### config.mk
export PLATFORM = sky130hd
export DESIGN_NAME = cp0_exception_unit_flat
export DESIGN_NICKNAME = d
export VERILOG_FILES = /design/src/rtl/cp0_exception_unit_pkg.sv /design/src/rtl/cp0_exception_unit_if.sv /design/src/rtl/cp0_timer.sv /design/src/rtl/cp0_exception_unit.sv /design/src/flat_wrapper.sv
export SDC_FILE = /design/constraint.sdc
export NUM_CORES = 1
export LEC_CHECK = 0
export BUFFER_PORTS_ARGS = -buffer_cell sky130_fd_sc_hd__buf_2
export CORE_AREA = 2 2 114 116
export DETAILED_ROUTE_END_ITERATION = 16
export DIE_AREA = 0 0 116 118
export PLACE_DENSITY = 0.9
export SETUP_SLACK_MARGIN = 0.5
export SYNTH_ARGS = -nofsm -noshare
export SYNTH_HDL_FRONTEND = slang
export SYNTH_SLANG_ARGS = --single-unit
export TNS_END_PERCENT = 1
### constraint.sdc
create_clock -name clk -period 2.55 [get_ports clk]
set_clock_uncertainty 0.1 [all_clocks]
set_input_delay 0.1275 -clock clk [delete_from_list [all_inputs] [get_ports clk]]
set_output_delay 0.1275 -clock clk [all_outputs]
set_load 0.01 [all_outputs]
### src/rtl/cp0_exception_unit_pkg.sv
// cp0_exception_unit shared definitions: CP0 register numbers,
// ExcCode values, Status/Cause layouts and MTC0 write masks.
package cp0_pkg;

    localparam logic [4:0] CP0_BADVADDR = 5'd8;
    localparam logic [4:0] CP0_COUNT    = 5'd9;
    localparam logic [4:0] CP0_COMPARE  = 5'd11;
    localparam logic [4:0] CP0_STATUS   = 5'd12;
    localparam logic [4:0] CP0_CAUSE    = 5'd13;
    localparam logic [4:0] CP0_EPC      = 5'd14;

    localparam logic [4:0] EXC_INT  = 5'd0;
    localparam logic [4:0] EXC_ADEL = 5'd4;
    localparam logic [4:0] EXC_ADES = 5'd5;
    localparam logic [4:0] EXC_SYS  = 5'd8;
    localparam logic [4:0] EXC_BP   = 5'd9;
    localparam logic [4:0] EXC_RI   = 5'd10;
    localparam logic [4:0] EXC_OV   = 5'd12;

    // Bit positions inside the ExceptinPipeType bundle
    localparam int EF_INT    = 0;
    localparam int EF_IFADDR = 1;
    localparam int EF_RI     = 2;
    localparam int EF_OV     = 3;
    localparam int EF_SYS    = 4;
    localparam int EF_BRK    = 5;
    localparam int EF_RDADDR = 6;
    localparam int EF_WRADDR = 7;
    localparam int EF_ERET   = 8;

    typedef logic [8:0] exc_flags_t;

    localparam logic [31:0] STATUS_WMASK = 32'h0000_FF03;
    localparam logic [31:0] CAUSE_WMASK  = 32'h0000_0300;

    typedef struct packed {
        logic [8:0] rsvd_hi;
        logic       bev;
        logic [5:0] rsvd_mid;
        logic [7:0] im;
        logic [5:0] rsvd_lo;
        logic       exl;
        logic       ie;
    } status_t;

    typedef struct packed {
        logic        bd;
        logic        ti;
        logic [13:0] rsvd_hi;
        logic [7:0]  ip;
        logic        rsvd_mid;
        logic [4:0]  exc_code;
        logic [1:0]  rsvd_lo;
    } cause_t;

    typedef enum logic [1:0] {
        BVA_KEEP,
        BVA_PC,
        BVA_ALU
    } bva_sel_e;

endpackage

### src/rtl/cp0_exception_unit_if.sv
// MEM-stage exception bundle, MFC0/MTC0 ports and flush/redirect
// outputs of the CP0 exception unit.
interface cp0_exception_unit_if;
    import cp0_pkg::*;

    logic        MEM_Valid;
    exc_flags_t  MEM_ExceptType;
    logic [31:0] MEM_PC;
    logic [31:0] MEM_ALUOut;
    logic        MEM_InDelaySlot;
    logic [5:0]  Ext_Int;
    logic [4:0]  CP0_RdAddr;
    logic [31:0] CP0_RdData;
    logic        WB_CP0Wr;
    logic [4:0]  WB_CP0Addr;
    logic [31:0] WB_CP0Data;
    logic        Exc_Flush;
    logic [31:0] Exc_NPC;
    logic [31:0] CP0_Status;
    logic [31:0] CP0_Cause;
    logic [31:0] CP0_EPC;

    modport master (
        output MEM_Valid, MEM_ExceptType, MEM_PC, MEM_ALUOut,
        output MEM_InDelaySlot, Ext_Int, CP0_RdAddr,
        output WB_CP0Wr, WB_CP0Addr, WB_CP0Data,
        input  CP0_RdData, Exc_Flush, Exc_NPC,
        input  CP0_Status, CP0_Cause, CP0_EPC
    );

    modport slave (
        input  MEM_Valid, MEM_ExceptType, MEM_PC, MEM_ALUOut,
        input  MEM_InDelaySlot, Ext_Int, CP0_RdAddr,
        input  WB_CP0Wr, WB_CP0Addr, WB_CP0Data,
        output CP0_RdData, Exc_Flush, Exc_NPC,
        output CP0_Status, CP0_Cause, CP0_EPC
    );

endinterface

### src/rtl/cp0_timer.sv
// CP0 Count/Compare timer: Count advances every second clock and
// raises TI when it steps onto Compare; MTC0 Compare clears TI.
module cp0_timer
    import cp0_pkg::*;
(
    input  logic        clk,
    input  logic        rst,
    input  logic        wr,
    input  logic [4:0]  addr,
    input  logic [31:0] data,
    output logic [31:0] count,
    output logic [31:0] compare,
    output logic        ti
);

    logic        toggle;
    logic [31:0] count_inc;

    assign count_inc = count + 32'd1;

    // Half-rate counter, compare match and MTC0 loads (loads win)
    always_ff @(posedge clk) begin
        if (rst) begin
            count   <= '0;
            compare <= '0;
            ti      <= 1'b0;
            toggle  <= 1'b0;
        end else begin
            toggle <= ~toggle;
            if (toggle) begin
                count <= count_inc;
                if (count_inc == compare)
                    ti <= 1'b1;
            end
            if (wr && addr == CP0_COUNT) begin
                count  <= data;
                toggle <= 1'b0;
            end
            if (wr && addr == CP0_COMPARE) begin
                compare <= data;
                ti      <= 1'b0;
            end
        end
    end

endmodule

### src/rtl/cp0_exception_unit.sv
// CP0 exception unit: prioritises MEM exceptions, updates CP0 state,
// issues flush/redirect. Optional timer enabled by CP0_TIMER_EN.
module cp0_exception_unit
    import cp0_pkg::*;
#(
    parameter logic [31:0] EXC_VECTOR = 32'hBFC0_0380,
    parameter logic [31:0] STATUS_RST = 32'h0040_0000
) (
    input logic                 clk,
    input logic                 rst,
    cp0_exception_unit_if.slave bus
);

    status_t     status, status_n;
    cause_t      cause, cause_n, cause_rd;
    logic [31:0] epc, epc_n;
    logic [31:0] bva, bva_n;
    logic [31:0] count, compare;
    logic        ti;

    exc_flags_t  flags;
    logic        int_req;
    logic        exc;
    logic        eret;
    logic [4:0]  code;
    bva_sel_e    bsel;
    logic [31:0] rd;
    logic        wr;
    logic [4:0]  waddr;
    logic [31:0] wdata;
    logic [31:0] st_w, ca_w;

    assign wr    = bus.WB_CP0Wr;
    assign waddr = bus.WB_CP0Addr;
    assign wdata = bus.WB_CP0Data;

`ifdef CP0_TIMER_EN
    cp0_timer u_timer (
        .clk     (clk),
        .rst     (rst),
        .wr      (wr),
        .addr    (waddr),
        .data    (wdata),
        .count   (count),
        .compare (compare),
        .ti      (ti)
    );
`else
    assign count   = '0;
    assign compare = '0;
    assign ti      = 1'b0;
`endif

    assign flags = bus.MEM_Valid ? bus.MEM_ExceptType : '0;

    assign int_req = status.ie & ~status.exl
                   & (|(cause.ip & status.im))
                   & bus.MEM_Valid;

    // Pick the highest-priority exception and its ExcCode
    always_comb begin
        exc  = 1'b1;
        code = EXC_INT;
        bsel = BVA_KEEP;
        priority case (1'b1)
            flags[EF_INT] | int_req: code = EXC_INT;
            flags[EF_IFADDR]: begin
                code = EXC_ADEL;
                bsel = BVA_PC;
            end
            flags[EF_RI]:  code = EXC_RI;
            flags[EF_OV]:  code = EXC_OV;
            flags[EF_SYS]: code = EXC_SYS;
            flags[EF_BRK]: code = EXC_BP;
            flags[EF_RDADDR]: begin
                code = EXC_ADEL;
                bsel = BVA_ALU;
            end
            flags[EF_WRADDR]: begin
                code = EXC_ADES;
                bsel = BVA_ALU;
            end
            default: exc = 1'b0;
        endcase
    end

    assign eret = ~exc & flags[EF_ERET];

    assign bus.Exc_Flush = ~rst & (exc | eret);
    assign bus.Exc_NPC   = rst  ? '0
                         : exc  ? EXC_VECTOR
                         : eret ? epc
                         : '0;

    // Next CP0 state: MTC0 first, then exception/Eret overrides
    always_comb begin
        status_n = status;
        cause_n  = cause;
        epc_n    = epc;
        bva_n    = bva;
        cause_n.ip[7:2] = {bus.Ext_Int[5] | ti, bus.Ext_Int[4:0]};
        st_w = status_n;
        ca_w = cause_n;
        if (wr && waddr == CP0_STATUS) begin
            st_w = (st_w & ~STATUS_WMASK)
                 | (wdata & STATUS_WMASK);
            status_n = st_w;
        end
        if (wr && waddr == CP0_CAUSE) begin
            ca_w = (ca_w & ~CAUSE_WMASK)
                 | (wdata & CAUSE_WMASK);
            cause_n = ca_w;
        end
        if (wr && waddr == CP0_EPC)
            epc_n = wdata;
        if (exc) begin
            if (!status.exl) begin
                epc_n = bus.MEM_InDelaySlot
                      ? bus.MEM_PC - 32'd4
                      : bus.MEM_PC;
                cause_n.bd = bus.MEM_InDelaySlot;
            end
            status_n.exl     = 1'b1;
            cause_n.exc_code = code;
            unique case (bsel)
                BVA_PC:  bva_n = bus.MEM_PC;
                BVA_ALU: bva_n = bus.MEM_ALUOut;
                default: bva_n = bva;
            endcase
        end else if (eret) begin
            status_n.exl = 1'b0;
        end
    end

    // CP0 register file; reset cancels any pending update
    always_ff @(posedge clk) begin
        if (rst) begin
            status <= STATUS_RST;
            cause  <= '0;
            epc    <= '0;
            bva    <= '0;
        end else begin
            status <= status_n;
            cause  <= cause_n;
            epc    <= epc_n;
            bva    <= bva_n;
        end
    end

    always_comb begin
        cause_rd    = cause;
        cause_rd.ti = cause.ti | ti;
    end

    // MFC0 read mux on pre-edge state
    always_comb begin
        rd = '0;
        case (bus.CP0_RdAddr)
            CP0_BADVADDR: rd = bva;
            CP0_COUNT:    rd = count;
            CP0_COMPARE:  rd = compare;
            CP0_STATUS:   rd = status;
            CP0_CAUSE:    rd = cause_rd;
            CP0_EPC:      rd = epc;
            default:      rd = '0;
        endcase
        if (rst)
            rd = '0;
    end

    assign bus.CP0_RdData = rd;
    assign bus.CP0_Status = status;
    assign bus.CP0_Cause  = cause_rd;
    assign bus.CP0_EPC    = epc;

endmodule

### src/flat_wrapper.sv
// flat-port wrapper written by rule: the top's interface ports become plain ports
module cp0_exception_unit_flat import cp0_pkg::*;
#(
    parameter logic [31:0] EXC_VECTOR = 32'hBFC0_0380,
    parameter logic [31:0] STATUS_RST = 32'h0040_0000
)
  (clk, rst, bus_MEM_Valid, bus_MEM_ExceptType, bus_MEM_PC, bus_MEM_ALUOut, bus_MEM_InDelaySlot, bus_Ext_Int, bus_CP0_RdAddr, bus_WB_CP0Wr, bus_WB_CP0Addr, bus_WB_CP0Data, bus_CP0_RdData, bus_Exc_Flush, bus_Exc_NPC, bus_CP0_Status, bus_CP0_Cause, bus_CP0_EPC);
  cp0_exception_unit_if bus_i ();
  input logic clk;
  input logic rst;
  input wire logic [$bits(bus_i.MEM_Valid)-1:0] bus_MEM_Valid;
  input wire logic [$bits(bus_i.MEM_ExceptType)-1:0] bus_MEM_ExceptType;
  input wire logic [$bits(bus_i.MEM_PC)-1:0] bus_MEM_PC;
  input wire logic [$bits(bus_i.MEM_ALUOut)-1:0] bus_MEM_ALUOut;
  input wire logic [$bits(bus_i.MEM_InDelaySlot)-1:0] bus_MEM_InDelaySlot;
  input wire logic [$bits(bus_i.Ext_Int)-1:0] bus_Ext_Int;
  input wire logic [$bits(bus_i.CP0_RdAddr)-1:0] bus_CP0_RdAddr;
  input wire logic [$bits(bus_i.WB_CP0Wr)-1:0] bus_WB_CP0Wr;
  input wire logic [$bits(bus_i.WB_CP0Addr)-1:0] bus_WB_CP0Addr;
  input wire logic [$bits(bus_i.WB_CP0Data)-1:0] bus_WB_CP0Data;
  output wire logic [$bits(bus_i.CP0_RdData)-1:0] bus_CP0_RdData;
  output wire logic [$bits(bus_i.Exc_Flush)-1:0] bus_Exc_Flush;
  output wire logic [$bits(bus_i.Exc_NPC)-1:0] bus_Exc_NPC;
  output wire logic [$bits(bus_i.CP0_Status)-1:0] bus_CP0_Status;
  output wire logic [$bits(bus_i.CP0_Cause)-1:0] bus_CP0_Cause;
  output wire logic [$bits(bus_i.CP0_EPC)-1:0] bus_CP0_EPC;
  assign bus_i.MEM_Valid = bus_MEM_Valid;
  assign bus_i.MEM_ExceptType = bus_MEM_ExceptType;
  assign bus_i.MEM_PC = bus_MEM_PC;
  assign bus_i.MEM_ALUOut = bus_MEM_ALUOut;
  assign bus_i.MEM_InDelaySlot = bus_MEM_InDelaySlot;
  assign bus_i.Ext_Int = bus_Ext_Int;
  assign bus_i.CP0_RdAddr = bus_CP0_RdAddr;
  assign bus_i.WB_CP0Wr = bus_WB_CP0Wr;
  assign bus_i.WB_CP0Addr = bus_WB_CP0Addr;
  assign bus_i.WB_CP0Data = bus_WB_CP0Data;
  assign bus_CP0_RdData = bus_i.CP0_RdData;
  assign bus_Exc_Flush = bus_i.Exc_Flush;
  assign bus_Exc_NPC = bus_i.Exc_NPC;
  assign bus_CP0_Status = bus_i.CP0_Status;
  assign bus_CP0_Cause = bus_i.CP0_Cause;
  assign bus_CP0_EPC = bus_i.CP0_EPC;
  cp0_exception_unit #(.EXC_VECTOR(EXC_VECTOR), .STATUS_RST(STATUS_RST)) u_core (.clk(clk), .rst(rst), .bus(bus_i));
endmodule
==> flow_summary.yaml, run 1 <==
floorplanning:
  fp.dieArea_um2: 13700
  fp.dieW_um: 116
  die_h_um: 118
  core_area_um2: 12400
  num_ports: 287
  standard_cell_rows: 41
  initial_core_util_pct: 45.2
timing:
  worst_slew_pin_slew_ns: 0.654
  headroom_to_the_max_slew_limit_pct: 56.4
  setup_tns_ns: 0
  timing.fmax_mhz: 431
  fin_hold_ws_ns: 0.0156
  slew_violations: 0
  crit_path_setup_slack_layout_ns: 0.230
  grt_setup_unrepaired: "true"
  final_period_minus_worst_setup_slack_ns: 2.32
  setup-violations-final: 0
  final_min_period_over_clock_period_pct: 91.0
  final-hold-violation-count: 0
yosys:
  yosysUniqueCellTypes: 48
  postSynthAreaPerCell_um2: 8.36
  yosys_warnings: 0
  ys_seq_elements: 87
  synth_enable_flop_cells: 0
  syn_inst: 671
  synth_area_leader_cell: "dfxtp_1"
  synth_flop_cell: "dfxtp_1"
  synth.most_common_cell: "nor2_1"
  synth_top_cells_by_area: "dfxtp_1, mux2i_1, a211oi_1"
  post_synth_instance_area_um2: 5610
  ys_seq_area_share_pct: 31.1
  share_of_yosys_cell_area_claimed_by_the_top_area_cell_type_pct: 31.1
  synth_common_cells: "nor2_1, dfxtp_1, a211oi_1"
  asyncSetResetFlopFracSynth_pct: 0
clock_tree:
  cts_max_level: 3
  clock-sinks: 87
  clock_latency_ns: 0.34
  cts-buffers-inserted: 9
  tritoncts: "yes"
  cts_clk_pin_slew_worst_paths_ns: 0.07
  cts_max_path_buffers: 2
  root_buffer: "clkbuf_16"
detailed_routing:
  routed-wl-met3_mm: 2.16
  route.detailed.vias_per_inst: 5.78
  detail_route.iter0.violations: 870
  wl_cell_um: 20.4
  final_antenna_net_count: 0
  wirelength_met1_mm: 8.71
  top_layer: "met5"
  drt_pre_antenna_iters: 7
  via_count: 6369
  drc: 0
  route.met2.wl_mm: 10.8
  drt_wirelength_mm: 22.5
pwr:
  internal_power_w: 0.00256
  swShare_pct: 30.6
  p_clk_share_pct: 35.9
  power.static_leakage_nw: 3.37
  report.power.total_w: 0.00369
  pwr_density_cell_nw_per_um2: 472
  total_switching_power_w: 0.00113
  max-vdd-ir-drop_mv: 0.279
  combPwrFrac_pct: 22.2
  share_seq_of_total_power_pct: 41.9
flow_run:
  drv.max_cap_violation_count: 0
grt:
  grt_overflow: 0
  grt_antenna_before_repair: 3
  grt_use_total_pct: 30.2
  grt_pass1_wl_mm: 32.4
  vias_in_the_first_global_route: 5890
  largest_net_degree_at_the_start_of_global_routing: 55
hold_path:
  min-delay-path-class: "in -> reg"
setup_path:
  timing.critical_path.fanout_max: 9
  cp-start-kind: "flop"
  cp.required_ns: 2.65
  critical_path.endpoint_type: "flop"
  worst_ep_arrival_time_ns: 2.42
  cp_cell_sequence: "a22oi_2 > a41oi_2 > nor2_2 > and3_4 > ha_4 > inv_2 > o311a_4 > buf_12 > clkbuf_16 > a211oi_1"
  cp_slowest_cell: "dfxtp_2"
  worst-setup-path-type: "reg -> reg"
  timing.critical_path.slowest_cell_delay_ns: 0.33
run_status:
  status: "finished, final reports clean"
placed_design:
  place.port_buffers: 245
  detailedPlace.worstSlack_ns: 0.207
  hpwlAfterDp_mm: 15.2
  gpl_congestion: 0.956
finish:
  layout.nets: 1052
  areaGrowthSynthToFinish_pct: 39.3
  final_layout_size_suffix_gt1_share_pct: 39.2
==> layout by cell type (no fill, tap or decap), drive strengths merged, types with 21 or more instances in the layout <==
cell type,n
mux2i,59
and3,21
nor2b,23
dfxtp,87
nor2,111
a211oi,79
xnor2,25
buf,278
a22oi,23
conb,41
==> registers in the layout, indices dropped and copies added, names as in the netlist <==
name                   flops
u_core.bus.CP0_Cause      13
u_core.bus.CP0_EPC        32
u_core.bus.CP0_Status     10
u_core.bva                32
==> layer usage <==
metal	track usage (%)	vias up
li1	-	2880
met1	37.8	2995
met3	6.80	65
met4	12.5	4
met5	0	-
met2	49.6	425
==> cell type report <==
class,count,area (um2)
fill,1042,4600
tap,172,215
inverter,6,22.5
sequential,87,1760
clock inverter,5,58.8
antenna,1,2.50
timing repair buffer,298,1880
clock buffer,11,233
multi-input combinational,522,3640
==> repair_timing <==
action,CTS,global route
setup endpoints to repair,65,84
gates resized for setup,17,13
pin swaps,6,8
cloned,1,6
hold buffers,15,0
setup buffers,7,3
hold endpoints to repair,17,0
==> power groups by stage <==
stage / clock network [W] / registers, W / logic, W
after floorplan: 0 / 0.00156 / 0.000425
after global placement: 0 / 0.00157 / 0.000700
after detailed placement: 0 / 0.00157 / 0.000718
after CTS: 0.00132 / 0.00154 / 0.000760
after global routing: 0.00139 / 0.00155 / 0.000876
final: 0.00132 / 0.00154 / 0.000818
==> through the flow <==
step | std cells | area, um2 | utilization (%)
after floorplan | 710 | 5860 | -
after global placement | 1053 | 6970 | 56.1
after detailed placement | 1053 | 6970 | 56.1
after CTS | 1092 | 7570 | 61.0
after global routing | 1102 | 7810 | 62.9
final | 1102 | 7810 | 62.9
==> logic make-up (layout without fill, tap and decap cells) <==
| group | count (synthesis) | count (layout) | share of synthesized area, % |
|---|---|---|---|
| AO/OA/AOI/OAI | 155 | 155 | 21.0 |
| XOR/XNOR | 28 | 28 | 4.37 |
| adder cells (fa/ha/maj) | 2 | 2 | 0.446 |
| buffers and inverters | 101 | 320 | 9.82 |
| flip-flops | 87 | 87 | 31.1 |
| multiplexers | 70 | 70 | 12.7 |
| other | 2 | 42 | 0.134 |
| AND/OR/NAND/NOR | 226 | 226 | 20.4 |
==> final timing paths <==
| check | startpoint | end | slack, ns | depth (start not counted) |
|---|---|---|---|---|
| setup / recovery | u_core.bus.CP0_Cause[8]$_SDFFE_PP0P_ | u_core.bva[15]$_SDFFE_PP0P_ | 0.23 | 10 |
| hold / removal | bus_WB_CP0Data[13] | u_core.bus.CP0_Status[13]$_SDFFE_PP0P_ | 0.02 | 3 |
| setup reg to reg | u_core.bus.CP0_Cause[8]$_SDFFE_PP0P_ | u_core.bva[15]$_SDFFE_PP0P_ | 0.23 | 10 |
| hold reg to reg | u_core.bva[21]$_SDFFE_PP0P_ | u_core.bva[21]$_SDFFE_PP0P_ | 0.39 | 2 |
==> worst max-delay path: cells and delay by family (launching register included) <==
family          cells  cell delay [ns]
compound gates      4             0.78
flops               1             0.33
simple gates        2             0.42
buf+inv             3             0.35
fa+ha+maj           1             0.19
Note: power is estimated with default switching activity, not from simulation.
==> inputs of run 2 (changes only) <==
- CORE_AREA: 2 2 114 116 -> 2 2 120 122
- DIE_AREA: 0 0 116 118 -> 0 0 122 124
- PLACE_DENSITY: 0.9 -> 0.83
==> run 2 against run 1 <==
Net effect:
- clock power hardly changed
- power about the same
- critical endpoint is now bus_Exc_NPC[30]
- sequential cell count unchanged
- worst hold slack better by 0.0036 ns
- worst setup slack got worse by 0.054 ns
- register-to-register slack worse by 0.04 ns
- sequential share of layout area increased by 0.070 points
- cell area shrank 0.24%
- via count is 1.1% lower
==> flow_summary.yaml, run 2 (synthesis results as in run 1) <==
timing:
  timing.fmax_mhz: 421
  setup-violations-final: 0
  final_min_period_over_clock_period_pct: 93.1
  setup_tns_ns: 0
  final_period_minus_worst_setup_slack_ns: 2.37
  final-hold-violation-count: 0
  headroom_to_the_max_slew_limit_pct: 54.6
  grt_setup_unrepaired: "true"
  slew_violations: 0
  worst_slew_pin_slew_ns: 0.680
placed_design:
  place.port_buffers: 245
  hpwlAfterDp_mm: 15.2
  gpl_congestion: 0.863
finish:
  layout.nets: 1053
  highest_count_cells_in_the_layout_ignoring_fill_and_taps: "buf_2, nor2_1, dfxtp_1"
  areaGrowthSynthToFinish_pct: 39.0
  final_layout_size_suffix_gt1_share_pct: 38.3
  mostFrequentLayoutCell: "buf_2"
  register_area_um2: 1760
  fillCellCount: 1248
  utilization_pct: 56.8
  multi_input_comb_area_um2: 3620
clock_tree:
  tritoncts: "yes"
  cts-buffers-inserted: 9
  clock-sinks: 87
  clock_latency_ns: 0.34
  cts_clk_pin_slew_worst_paths_ns: 0.07
  cts_max_path_buffers: 2
  root_buffer: "clkbuf_16"
  cts_max_level: 3
detailed_routing:
  wl_cell_um: 20.1
  drt_wirelength_mm: 22.4
  detail_route.iter0.violations: 703
  final_antenna_net_count: 0
  via_count: 6301
  route.detailed.vias_per_inst: 5.66
  drt_pre_antenna_iters: 7
  drc: 0
pwr:
  total_switching_power_w: 0.00111
  internal_power_w: 0.00258
  max-vdd-ir-drop_mv: 0.316
  pwr_density_cell_nw_per_um2: 473
  p_clk_share_pct: 36.3
  power.static_leakage_nw: 3.38
  share_seq_of_total_power_pct: 41.8
  combPwrFrac_pct: 21.9
  swShare_pct: 30.0
setup_path:
  cp-start-kind: "flop"
  cp_slowest_cell: "dfxtp_4"
  worst-setup-path-type: "reg -> out"
  timing.critical_path.slowest_cell_delay_ns: 0.35
  startpoint: "u_core.bus.CP0_Cause[8]$_SDFFE_PP0P_"
  cp_num_buf_inv: 4
  critical_path.endpoint_type: "output pin"
  timing.rr.start: "u_core.bus.CP0_Cause[8]$_SDFFE_PP0P_"
  cp_common_cell: "buf_6"
  timing.critical_path.fanout_max: 11
  cp.required_ns: 2.32
  cp_top_delay_family: "compound AO/OA/AOI/OAI gates"
  cp_cell_sequence: "a22oi_2 > a41oi_2 > buf_6 > o31ai_4 > buf_6 > buf_12 > and3_1 > buf_2"
  worst_ep_arrival_time_ns: 2.15
grt:
  grt_overflow: 0
  grt_pass1_wl_mm: 31.3
  grt_use_total_pct: 27.1
  use_met3_pct: 7.14
  gr-max-usage-layer: "met2"
  vias_in_the_first_global_route: 5747
  largest_net_degree_at_the_start_of_global_routing: 57
  gr_met1_demand_resource_pct: 33.6
  gr-usage-met2_pct: 44.3
  grt_antenna_before_repair: 4
flow_run:
  drv.max_cap_violation_count: 0
floorplanning:
  standard_cell_rows: 43
  fp.dieArea_um2: 15100
  num_ports: 287
  fp.dieW_um: 122
  core_area_um2: 13700
  initial_core_util_pct: 40.9
  die_h_um: 124
run_status:
  status: "finished, final reports clean"
hold_path:
  min-delay-path-class: "in -> reg"
  hp-start: "bus_MEM_ALUOut[16]"
==> run 2: cell count changes in the layout (fill, tap and decap cells not counted), sizes merged <==
cell and delta:
buf -2, clkinv +1, clkinvlp -2, diode +2, dlygate4sd3 +4
==> run 2: through the flow <==
stage | hold slack, ns | total power, W | setup WS [ns] | cells | instance area (um2)
2_1_floorplan | 0.156 | 0.00199 | 0.466 | 710 | 5860
3_3_place_gp | 0.242 | 0.00226 | 0.240 | 1060 | 6960
3_5_place_dp | 0.249 | 0.00228 | 0.158 | 1060 | 6960
4_1_cts | 0.0148 | 0.00364 | 0.205 | 1097 | 7530
5_1_grt | 0.0323 | 0.00383 | 0.104 | 1112 | 7790
6_report | 0.0192 | 0.00369 | 0.176 | 1113 | 7790
==> run 2: power groups by stage <==
stage | Clock, W | Combinational [W] | Sequential, W
after floorplan | 0 | 0.000425 | 0.00156
after global routing | 0.00141 | 0.000870 | 0.00155
after detailed placement | 0 | 0.000711 | 0.00157
after global placement | 0 | 0.000699 | 0.00156
final | 0.00134 | 0.000807 | 0.00154
after CTS | 0.00135 | 0.000755 | 0.00154
==> run 2: repair_timing <==
action | in CTS | in global routing
pin swaps | 0 | 6
resized for setup | 8 | 20
cloned | 2 | 5
hold buffers | 19 | 0
endpoints found under the hold margin | 21 | 0
endpoints found under the setup margin | 65 | 67
setup buffers | 0 | 8
==> run 2: worst min-delay path: stages <==
cell	delay, ns
buf_2	0.10
mux2i_1	0.12
a211oi_1	0.08
==> run 2: worst paths after layout <==
kind	end	slack (ns)	cells after the start
max	bus_Exc_NPC[30]	0.18	8
min	u_core.bva[16]$_SDFFE_PP0P_	0.02	3
max reg2reg	u_core.bva[14]$_SDFFE_PP0P_	0.19	10
min reg2reg	u_core.bva[20]$_SDFFE_PP0P_	0.39	2
==> run 2: layout make-up <==
cell class / count / area share [%]
antenna: 3 / 0.0964
clock buffer: 12 / 3.16
clock inverter: 4 / 0.578
inverter: 6 / 0.289
multi-input combinational: 522 / 46.4
sequential: 87 / 22.6
tap: 180 / 2.89
timing repair buffer: 299 / 23.9
==> run 2: per-layer routing <==
layer  wire length (um)  part of all wire [%]  up-vias
met5                 13                 0.058        -
met3               2000                   8.9       54
li1                   -                     -     2887
met2              10700                    48      382
met1               8990                    40     2976
met4                662                   3.0        2
